===== config.mk =====
export PLATFORM = sky130hd
export DESIGN_NAME = oc_serial_rx
export DESIGN_NICKNAME = d
export VERILOG_FILES = /design/src/rtl/oc_serial_rx_pkg.sv /design/src/rtl/oc_line_sync.sv /design/src/rtl/oc_serial_rx.sv
export SDC_FILE = /design/constraint.sdc
export NUM_CORES = 1
export LEC_CHECK = 0
export ABC_AREA = 1
export CAP_MARGIN = 10
export CELL_PAD_IN_SITES_DETAIL_PLACEMENT = 0
export CELL_PAD_IN_SITES_GLOBAL_PLACEMENT = 1
export CORE_MARGIN = 2
export CORE_UTILIZATION = 45
export CTS_CLUSTER_DIAMETER = 150
export DETAILED_ROUTE_END_ITERATION = 10
export PLACE_DENSITY_LB_ADDON = 0.1
export SYNTH_ARGS = -nofsm -noshare
export SYNTH_HDL_FRONTEND = slang
export SYNTH_SLANG_ARGS = --single-unit

===== constraint.sdc =====
create_clock -name clk -period 2.4 [get_ports clk]
set_clock_uncertainty 0.1 [all_clocks]
set_input_delay 0.48 -clock clk [delete_from_list [all_inputs] [get_ports clk]]
set_output_delay 0.48 -clock clk [all_outputs]
set_load 0.1 [all_outputs]

===== src/rtl/oc_serial_rx_pkg.sv =====
// Shared definitions for the open-collector serial link: state encodings and
// default framing parameters, also used by the transmitter side.
package oc_serial_rx_pkg;

  localparam int DEF_DIV   = 16;
  localparam int DEF_NBITS = 8;

  typedef enum logic [2:0] {
    S_IDLE   = 3'd0,
    S_START  = 3'd1,
    S_DATA   = 3'd2,
    S_STOP   = 3'd3,
    S_WAITHI = 3'd4
  } rx_state_t;

endpackage


===== src/rtl/oc_line_sync.sv =====
// Conditions the wired-AND line (anything but a hard 0 reads as released)
// and brings it into the clk domain through two flops that clear to idle-high.
module oc_line_sync (
  input  logic clk,
  input  logic clr_n,
  input  logic line,
  output logic s
);

  logic lin;
  logic meta_p0;

  assign lin = (line === 1'b0) ? 1'b0 : 1'b1;

  always_ff @(posedge clk or negedge clr_n) begin
    if (!clr_n) begin
      meta_p0 <= 1'b1;
      s       <= 1'b1;
    end else begin
      meta_p0 <= lin;
      s       <= meta_p0;
    end
  end

endmodule


===== src/rtl/oc_serial_rx.sv =====
// Open-collector serial receiver: start-bit qualify at mid-bit, LSB-first
// shift of NBITS data bits, stop-bit check, one-cycle valid on a good frame.
module oc_serial_rx
  import oc_serial_rx_pkg::*;
#(
  parameter int DIV   = DEF_DIV,
  parameter int NBITS = DEF_NBITS
) (
  input  logic             clk,
  input  logic             clr_n,
  input  logic             line,
  output logic [NBITS-1:0] data,
  output logic             valid,
  output logic             ferr,
  output logic             busy
);

  localparam int CW = $clog2(DIV);
  localparam int BW = $clog2(NBITS + 1);
  localparam logic [CW-1:0] HALF_END = CW'(DIV / 2 - 1);
  localparam logic [CW-1:0] FULL_END = CW'(DIV - 1);
  localparam logic [BW-1:0] LAST_BIT = BW'(NBITS - 1);

  logic            s;
  rx_state_t       state, state_nxt;
  logic [CW-1:0]   cnt, cnt_nxt;
  logic [BW-1:0]   bitc, bitc_nxt;
  logic [NBITS-1:0] sr;
  logic [NBITS:0]  sr_ext;
  logic            shift_en, load, set_ferr;

  oc_line_sync u_sync (
    .clk   (clk),
    .clr_n (clr_n),
    .line  (line),
    .s     (s)
  );

  assign busy   = (state != S_IDLE);
  assign sr_ext = {s, sr};

  always_comb begin
    state_nxt = state;
    cnt_nxt   = cnt;
    bitc_nxt  = bitc;
    shift_en  = 1'b0;
    load      = 1'b0;
    set_ferr  = 1'b0;
    case (state)
      S_IDLE: begin
        if (!s) begin
          state_nxt = S_START;
          cnt_nxt   = '0;
        end
      end
      S_START: begin
        // A start bit that has gone high again by mid-bit was a glitch.
        if (cnt == HALF_END) begin
          cnt_nxt   = '0;
          bitc_nxt  = '0;
          state_nxt = s ? S_IDLE : S_DATA;
        end else begin
          cnt_nxt = cnt + CW'(1);
        end
      end
      S_DATA: begin
        if (cnt == FULL_END) begin
          cnt_nxt  = '0;
          shift_en = 1'b1;
          if (bitc == LAST_BIT) begin
            bitc_nxt  = '0;
            state_nxt = S_STOP;
          end else begin
            bitc_nxt = bitc + BW'(1);
          end
        end else begin
          cnt_nxt = cnt + CW'(1);
        end
      end
      S_STOP: begin
        if (cnt == FULL_END) begin
          cnt_nxt = '0;
          if (s) begin
            load      = 1'b1;
            state_nxt = S_IDLE;
          end else begin
            set_ferr  = 1'b1;
            state_nxt = S_WAITHI;
          end
        end else begin
          cnt_nxt = cnt + CW'(1);
        end
      end
      S_WAITHI: begin
        if (s) state_nxt = S_IDLE;
      end
      default: state_nxt = S_IDLE;
    endcase
  end

  always_ff @(posedge clk or negedge clr_n) begin
    if (!clr_n) begin
      state <= S_IDLE;
      cnt   <= '0;
      bitc  <= '0;
      data  <= '0;
      valid <= 1'b0;
      ferr  <= 1'b0;
    end else begin
      state <= state_nxt;
      cnt   <= cnt_nxt;
      bitc  <= bitc_nxt;
      valid <= load;
      if (load) begin
        data <= sr;
        ferr <= 1'b0;
      end else if (set_ferr) begin
        ferr <= 1'b1;
      end
    end
  end

  // Shift register is pure datapath; a partial frame is never presented.
  always_ff @(posedge clk) begin
    if (shift_en) sr <= sr_ext[NBITS:1];
  end

endmodule


==> results.py, run 1 <==
metrics = {
    "outcome": {
        "status": "completed",
    },
    "die": {
        "die_w_um": 57.6,
        "initial_core_util_pct": 47.4,
        "row_count": 19,
        "io_pins": 14,
        "die_area_mm2": 0.00332,
        "die_h_um": 57.6,
        "core_area_mm2": 0.00273,
    },
    "layout": {
        "num_antenna_cells": 0,
        "syn2layout_area_growth_pct": 16.1,
        "postLayoutCoreUtil_pct": 55.0,
        "stdcell_count": 187,
        "nets": 160,
        "final-seq-area_um2": 818,
        "drive_above_1_share_pct": 19.9,
        "multi_input_area_um2": 437,
        "n_fill_cell": 245,
    },
    "grt": {
        "grt_overflow": 0,
        "grt_use_met2_pct": 23.5,
        "use_met3_pct": 4.69,
        "first_global_vias": 907,
        "grt_max_degree": 24,
        "gr-usage-all-layers_pct": 15.1,
        "grt_pass1_wl_um": 3710,
        "grt_util_met1_pct": 17.8,
        "antenna_found_initial": 0,
        "busiest_layer": "met2",
    },
    "synth": {
        "synth.net_count": 139,
        "ys_warn_count": 0,
        "ys_top_cells_by_area": "dfrtp_1, edfxtp_1, nand2_1",
        "ys_top_cells_by_count": "nand2_1, dfrtp_1, nor2_1",
        "synth_cells": 134,
        "synth-edff-count": 8,
        "synth_flop_cell": "dfrtp_1",
        "synth.distinct_cells": 19,
        "yosysTopAreaCellShare_pct": 40.6,
        "yosysMostFrequentCell": "nand2_1",
        "synthArstFlopShare_pct": 74.2,
        "synth_area_mm2": 0.00129,
        "yosysTopAreaCell": "dfrtp_1",
        "postSynthAreaPerCell_um2": 9.66,
        "seq_area_frac_synth_pct": 63.2,
        "ys_ff_latch": 31,
    },
    "cts": {
        "ctsLongestPathBuffers": 2,
        "cts_sinks": 31,
        "cts-root-buf": "clkbuf_4",
        "clk_pin_slew_ns": 0.09,
        "htree_levels": 2,
        "post_cts_resized": 0,
        "cts_setup_buffers": 0,
        "cts-hold-fix-buffers": 0,
        "cts_tree": "built",
        "clock_latency_ns": 0.32,
        "cts_inserted_buffers": 5,
    },
    "worst_setup_path": {
        "r2r-start": "cnt[0]",
        "r2r_cells": 5,
        "critPathKind": "register to output port",
        "r2r-end": "sr[7]",
        "path_max_fanout": 5,
        "critPathBufInv": 1,
        "critPathSlowestCell": "dfrtp_1",
        "path_delay_family": "flip-flops",
        "critPathMaxStageDelay_ns": 0.43,
        "end_kind": "output port",
        "required_ns": 1.82,
        "arrival_ns": 1.28,
        "crit_path_start_kind": "register",
        "crit_chain": "nor2_2 -> nand2_1 -> buf_4",
        "rrSetupSlack_ns": 0.68,
    },
    "power": {
        "p_comb_share_pct": 28.8,
        "power.switching_w": 0.000491,
        "swShare_pct": 37.0,
        "power_frac_seq_pct": 47.9,
        "p_leak_nw": 0.770,
        "power_density_mw_per_mm2": 882,
        "clkPwrFrac_pct": 23.3,
        "p_int_w": 0.000835,
        "ir_worst_vdd_mv": 0.611,
    },
    "drt": {
        "ant_nets": 0,
        "drt_wl_total_um": 2120,
        "drt_first_pass_iters": 4,
        "drc": 0,
        "vias": 901,
        "wire_per_inst_um": 11.4,
        "drt-initial-drc-count": 37,
        "viasPerCell": 4.82,
    },
    "placement": {
        "place.gp.congestion": 0.848,
        "dp_hpwl_um": 1510,
        "dp.cells": 179,
        "numPortBuffers": 13,
    },
    "hold_path": {
        "hp-class": "register to register",
        "hold_end": "u_sync.s",
        "hold_depth": 0,
        "min_from": "u_sync.meta_p0",
    },
    "sta": {
        "fin_setup_tns_ns": 0,
        "worst_pin_slew_ns": 0.599,
        "fin_crit_ns": 1.86,
        "fin_crit_sh_pct": 77.3,
        "hold_viol": 0,
        "final-setup-viol-count": 0,
        "maxSlewViolCount": 0,
        "hold_slack_ns": 0.260,
        "rsz0062_at_grt": "false",
        "max_freq_mhz": 539,
        "maxSlewHeadroom_pct": 59.9,
    },
    "job": {
        "cap_violations": 0,
    },
}
==> state kept, by name, indices dropped and copies added, names as in the netlist <==
signal,cells
data,8
sr,8
bitc,4
cnt,4
state,3
ferr,1
u_sync.meta_p0,1
u_sync.s,1
valid,1
==> cell type report <==
class	instances	area share [%]
clock buffers	7	3.66
clock inverters	1	0.333
inverters	10	2.66
flip-flops and latches	31	54.4
repair buffers	14	7.32
well taps	31	2.58
multi-input cells	93	29.0
==> layout by cell type, fill, tap and decap left out <==
cell             synthesis  layout
ha_1                     2       2
dfstp_2                  2       2
o21ai_0                  5       5
nand3_1                  8       8
inv_4                    1       1
nor2_1                  11      11
dfrtp_1                 21      21
nand2_1                 52      52
clkdlybuf4s50_1          0       2
o21ai_1                  5       5
inv_1                    7       7
nor2_8                   1       1
clkbuf_4                 0       5
nand3b_1                 1       1
clkbuf_8                 0       1
nand2_2                  3       3
xnor2_1                  1       1
buf_4                    0      12
xor2_1                   1       1
clkinv_2                 0       1
nor2_2                   2       2
a21oi_2                  1       1
clkbuf_1                 0       1
edfxtp_1                 8       8
inv_2                    2       2
==> kinds of logic (layout without fill, tap and decap cells) <==
family	Yosys count	count (layout)	share of synthesized area, %
simple gates	78	78	25.9
flops	31	31	63.2
compound gates	11	11	4.54
buf+inv	10	32	3.09
fa+ha+maj	2	2	1.93
xor+xnor	2	2	1.35
==> power groups by stage <==
stage               logic [W]  clock network, W  registers, W
floorplan            0.000300                 0      0.000636
global placement     0.000384                 0      0.000641
detailed placement   0.000383                 0      0.000644
CTS                  0.000389          0.000323      0.000633
global route         0.000434          0.000344      0.000643
finish               0.000382          0.000309      0.000635
==> layer usage <==
layer / wire length (µm) / up-vias
met5: 0 / -
met4: 49 / 0
met3: 97 / 7
met2: 975 / 17
met1: 1000 / 405
li1: - / 472
==> stage by stage <==
stage	instance area, µm²	setup slack (ns)	total power (W)
final	1500	0.544	0.00133
after global placement	1440	0.705	0.00103
after global routing	1500	0.464	0.00142
after CTS	1500	0.530	0.00135
after detailed placement	1440	0.643	0.00103
after floorplan	1290	0.683	0.000936
==> how the worst max path moves through the flow <==
stage	start	slack, ns	endpoint	cells after the start
after global placement	cnt[0]	0.70	sr[4]	5
after CTS	state[0]	0.53	busy	3
after floorplan	state[0]	0.68	busy	2
after detailed placement	cnt[0]	0.64	sr[3]	5
after global routing	cnt[0]	0.46	sr[0]	5
final	state[0]	0.54	busy	3
(Power assumes the default switching activity.)
==> run 2, diff against run 1 <==
--- a/config.mk
+++ b/config.mk
@@ -10,7 +10,7 @@
 export CELL_PAD_IN_SITES_DETAIL_PLACEMENT = 0
 export CELL_PAD_IN_SITES_GLOBAL_PLACEMENT = 1
 export CORE_MARGIN = 2
-export CORE_UTILIZATION = 45
+export CORE_UTILIZATION = 42
 export CTS_CLUSTER_DIAMETER = 150
 export DETAILED_ROUTE_END_ITERATION = 10
 export PLACE_DENSITY_LB_ADDON = 0.1
==> constraint.sdc (replaced) <==
create_clock -name clk -period 1.82 [get_ports clk]
set_clock_uncertainty 0.1 [all_clocks]
set_input_delay 0.364 -clock clk [delete_from_list [all_inputs] [get_ports clk]]
set_output_delay 0.364 -clock clk [all_outputs]
set_load 0.1 [all_outputs]
==> results.py, run 2 (synthesis gave the netlist of run 1 again) <==
metrics = {
    "cts": {
        "cts-root-buf": "clkbuf_4",
        "htree_levels": 2,
        "cts_tree": "built",
        "ctsLongestPathBuffers": 2,
        "clk_pin_slew_ns": 0.09,
        "cts_inserted_buffers": 5,
        "cts-hold-fix-buffers": 0,
        "cts_sinks": 31,
        "clock_latency_ns": 0.33,
    },
    "die": {
        "die_area_mm2": 0.00354,
        "die_w_um": 59.5,
        "io_pins": 14,
        "core_area_mm2": 0.00300,
        "row_count": 20,
        "die_h_um": 59.5,
        "initial_core_util_pct": 43.1,
    },
    "sta": {
        "fin_crit_sh_pct": 93.9,
        "rsz0062_at_grt": "false",
        "maxSlewViolCount": 0,
        "max_freq_mhz": 585,
        "maxSlewHeadroom_pct": 79.9,
        "fin_crit_ns": 1.71,
        "fin_setup_tns_ns": 0,
        "final-setup-viol-count": 0,
        "hold_viol": 0,
        "worst_pin_slew_ns": 0.301,
    },
    "job": {
        "cap_violations": 0,
    },
    "drt": {
        "viasPerCell": 4.88,
        "wire_per_inst_um": 12.0,
        "drt_wl_total_um": 2280,
        "drc": 0,
        "drt-initial-drc-count": 36,
        "vias": 927,
        "ant_nets": 0,
        "drt_first_pass_iters": 4,
    },
    "worst_setup_path": {
        "arrival_ns": 1.25,
        "r2r-start": "cnt[0]",
        "cp-startpoint": "state[0]",
        "r2r_cells": 10,
        "path_max_fanout": 5,
        "crit_end": "busy",
        "required_ns": 1.36,
        "end_kind": "output port",
        "crit_path_start_kind": "register",
        "r2r-end": "data[3]",
        "critPathKind": "register to output port",
        "rrSetupSlack_ns": 0.29,
    },
    "power": {
        "p_leak_nw": 0.800,
        "finalPower_w": 0.00177,
        "power_density_mw_per_mm2": 1070,
        "ir_worst_vdd_mv": 0.934,
    },
    "grt": {
        "antenna_found_initial": 0,
        "gr-usage-all-layers_pct": 16.2,
        "grt_max_degree": 24,
        "grt_overflow": 0,
        "first_global_vias": 972,
        "grt_pass1_wl_um": 4130,
    },
    "layout": {
        "mostFrequentLayoutCells": "nand2_1, dfrtp_1, nor2_1, buf_12",
        "syn2layout_area_growth_pct": 27.1,
        "final_cell_area_mm2": 0.00165,
        "nets": 161,
        "final_common_cell": "nand2_1",
        "num_antenna_cells": 0,
        "drive_above_1_share_pct": 19.1,
        "top_regs": "data: 8 flops, sr: 8 flops",
    },
    "hold_path": {
        "hp-class": "register to register",
    },
    "outcome": {
        "status": "completed",
    },
    "placement": {
        "place_area_mm2": 0.00159,
        "numPortBuffers": 13,
        "dp_hpwl_um": 1620,
        "place.gp.congestion": 0.831,
    },
}
## run 2: changes by cell type in the layout (fill, tap and decap cells not counted), sizes merged
cell | before | now
buf | 12 | 13
clkbuf | 7 | 8
clkinv | 1 | 0
## run 2: timing repair
item                                    in CTS  in global routing
setup buffers                                0                  0
endpoints found under the hold margin        0                  0
gates resized for setup                      0                  1
endpoints found under the setup margin       0                  1
## run 2: layer usage
layer  track usage, %  part of all wire (%)  vias to the layer above
li1                 -                     -                      469
met3             6.77                   5.7                        5
met1             18.7                    44                      428
met2             25.6                    48                       25
met5                0                     0                        -
met4             8.57                   1.7                        0
## run 2: worst min path at each step
stage	from	to	slack [ns]	cells past startpoint
after floorplan	clr_n	bitc[0]	-0.03	0
after global placement	u_sync.meta_p0	u_sync.s	0.25	0
after detailed placement	u_sync.meta_p0	u_sync.s	0.25	0
after CTS	u_sync.meta_p0	u_sync.s	0.26	0
after global routing	u_sync.meta_p0	u_sync.s	0.26	0
final	u_sync.meta_p0	u_sync.s	0.26	0
## run 2: through the flow
| stage | cells | utilization [%] | setup WS, ns | hold slack, ns |
|---|---|---|---|---|
| 6_report | 190 | 54.8 | 0.110 | 0.260 |
| 5_1_grt | 190 | 54.8 | 0.0324 | 0.263 |
| 2_1_floorplan | 134 | - | 0.219 | -0.0316 |
| 4_1_cts | 190 | 54.6 | 0.0456 | 0.262 |
| 3_3_place_gp | 182 | 53.0 | 0.330 | 0.247 |
| 3_5_place_dp | 182 | 53.0 | 0.284 | 0.249 |
## run 2: where the power goes
part	internal, W	switching [W]
Clock	0.000154	0.000225
Combinational	0.000180	0.000368
Sequential	0.000773	0.0000674
## run 2: area by class of cell
cell class,instances,area [µm²]
tap,33,41.3
multi-input combinational,93,442
clock buffer,8,48.8
fill,283,1360
sequential,31,818
inverter,10,40.0
timing repair buffer,15,255
## run 2: worst max-delay path: stages (launching register included)
cell and delay, ns:
dfrtp_1 0.46, nor2_4 0.17, nand2_1 0.11, buf_12 0.18
==> run 3, diff against run 2 <==
--- a/config.mk
+++ b/config.mk
@@ -13,6 +13,7 @@
 export CORE_UTILIZATION = 42
 export CTS_CLUSTER_DIAMETER = 150
 export DETAILED_ROUTE_END_ITERATION = 10
+export GPL_TIMING_DRIVEN = 0
 export PLACE_DENSITY_LB_ADDON = 0.1
 export SYNTH_ARGS = -nofsm -noshare
 export SYNTH_HDL_FRONTEND = slang
==> results.py, run 3 (synthesis gave the netlist of run 1 again) <==
metrics = {
    "layout": {
        "drive_above_1_share_pct": 20.0,
        "final_cell_area_mm2": 0.00154,
        "syn2layout_area_growth_pct": 19.2,
        "mostFrequentLayoutCells": "nand2_1, dfrtp_1, nor2_1, clkdlybuf4s15_2",
        "stdcell_count": 188,
        "nets": 159,
        "final_common_cell": "nand2_1",
        "top_regs": "data: 8 flops, sr: 8 flops",
        "num_antenna_cells": 0,
    },
    "sta": {
        "rsz0062_at_grt": "false",
        "fin_crit_ns": 1.71,
        "final-setup-viol-count": 0,
        "maxSlewViolCount": 0,
        "max_freq_mhz": 585,
        "fin_setup_tns_ns": 0,
        "maxSlewHeadroom_pct": 31.7,
        "hold_slack_ns": 0.259,
        "hold_viol": 0,
        "worst_pin_slew_ns": 1.02,
        "fin_crit_sh_pct": 94.0,
    },
    "worst_setup_path": {
        "path_max_fanout": 2,
        "critPathMaxStageDelay_ns": 0.55,
        "critPathBufInv": 1,
        "critPathKind": "register to output port",
        "required_ns": 1.36,
        "end_kind": "output port",
        "critPathSlowestCell": "clkdlybuf4s15_2",
        "path_delay_family": "buffers and inverters",
        "crit_chain": "clkdlybuf4s15_2",
        "arrival_ns": 1.25,
        "crit_path_start_kind": "register",
    },
    "placement": {
        "place_area_mm2": 0.00147,
        "place.gp.congestion": 0.780,
        "dp.cells": 180,
        "numPortBuffers": 13,
        "dp_hpwl_um": 1530,
    },
    "cts": {
        "clock_latency_ns": 0.33,
        "cts-hold-fix-buffers": 0,
        "cts_sinks": 31,
        "cts-root-buf": "clkbuf_4",
        "post_cts_resized": 33,
        "cts_tree": "built",
        "cts_setup_buffers": 0,
        "clk_pin_slew_ns": 0.09,
        "cts_inserted_buffers": 5,
        "htree_levels": 2,
        "ctsLongestPathBuffers": 2,
    },
    "grt": {
        "gr-usage-all-layers_pct": 14.6,
        "grt_pass1_wl_um": 3600,
        "antenna_found_initial": 0,
        "first_global_vias": 866,
        "grt_overflow": 0,
        "grt_max_degree": 24,
    },
    "power": {
        "p_comb_share_pct": 28.6,
        "power_density_mw_per_mm2": 1130,
        "power_frac_seq_pct": 48.0,
        "power.switching_w": 0.000645,
        "ir_worst_vdd_mv": 0.969,
        "swShare_pct": 36.9,
        "p_int_w": 0.00110,
        "clkPwrFrac_pct": 23.4,
        "p_leak_nw": 0.749,
    },
    "drt": {
        "viasPerCell": 4.86,
        "wire_per_inst_um": 10.8,
        "drt_first_pass_iters": 4,
        "ant_nets": 0,
        "vias": 914,
        "drt_wl_total_um": 2040,
        "drt-initial-drc-count": 17,
        "drc": 0,
    },
    "die": {
        "die_area_mm2": 0.00354,
        "core_area_mm2": 0.00300,
        "initial_core_util_pct": 43.1,
        "die_h_um": 59.5,
        "io_pins": 14,
        "row_count": 20,
        "die_w_um": 59.5,
    },
    "job": {
        "cap_violations": 0,
    },
    "outcome": {
        "status": "completed",
    },
    "hold_path": {
        "hp-class": "register to register",
    },
}
-- run 3: cell count changes in the layout (fill, tap and decap cells not counted) --
cell,previous run,this run
clkinv_2,0,1
clkbuf_1,3,1
clkbuf_8,0,1
nor2_1,11,10
buf_12,11,0
nor2_2,1,2
buf_4,2,1
clkdlybuf4s15_2,0,10
-- run 3: per-layer routing --
layer	track usage [%]	up-vias	wire, µm
met3	5.24	5	100
met2	23.9	17	978
met4	10.5	0	41
met5	0	-	0
li1	-	466	-
met1	15.3	426	916
-- run 3: layout make-up --
class	count	area (µm²)
Clock buffer	7	55.1
Clock inverter	1	5.00
Fill cell	285	1460
Inverter	10	40.0
Multi-Input combinational cell	93	444
Sequential cell	31	818
Tap cell	33	41.3
Timing Repair Buffer	13	140
-- run 3: power by group through the flow --
| stage | sequential (W) | combinational [W] | clock, W |
|---|---|---|---|
| after CTS | 0.000836 | 0.000504 | 0.000431 |
| after floorplan | 0.000838 | 0.000396 | 0 |
| after global routing | 0.000848 | 0.000576 | 0.000463 |
| final | 0.000840 | 0.000501 | 0.000409 |
| after detailed placement | 0.000850 | 0.000507 | 0 |
| after global placement | 0.000848 | 0.000500 | 0 |
-- run 3: worst paths after layout --
kind	from	endpoint	slack, ns	cells past startpoint
worst max-delay path	data[0]	data[0]	0.11	1
worst min-delay path	u_sync.meta_p0	u_sync.s	0.26	0
worst max register to register	cnt[0]	sr[2]	0.22	5
worst min register to register	u_sync.meta_p0	u_sync.s	0.26	0
max in group asynchronous	clr_n	state[2]	0.50	1
min in group asynchronous	clr_n	bitc[0]	0.49	1
-- run 3: stage by stage --
stage | setup slack (ns) | utilization, % | total power, W
finish | 0.110 | 51.4 | 0.00175
global route | 0.0358 | 51.4 | 0.00189
CTS | -0.164 | 51.3 | 0.00177
detailed placement | -0.348 | 48.8 | 0.00136
global placement | -0.356 | 48.8 | 0.00135
floorplan | 0.219 | - | 0.00123
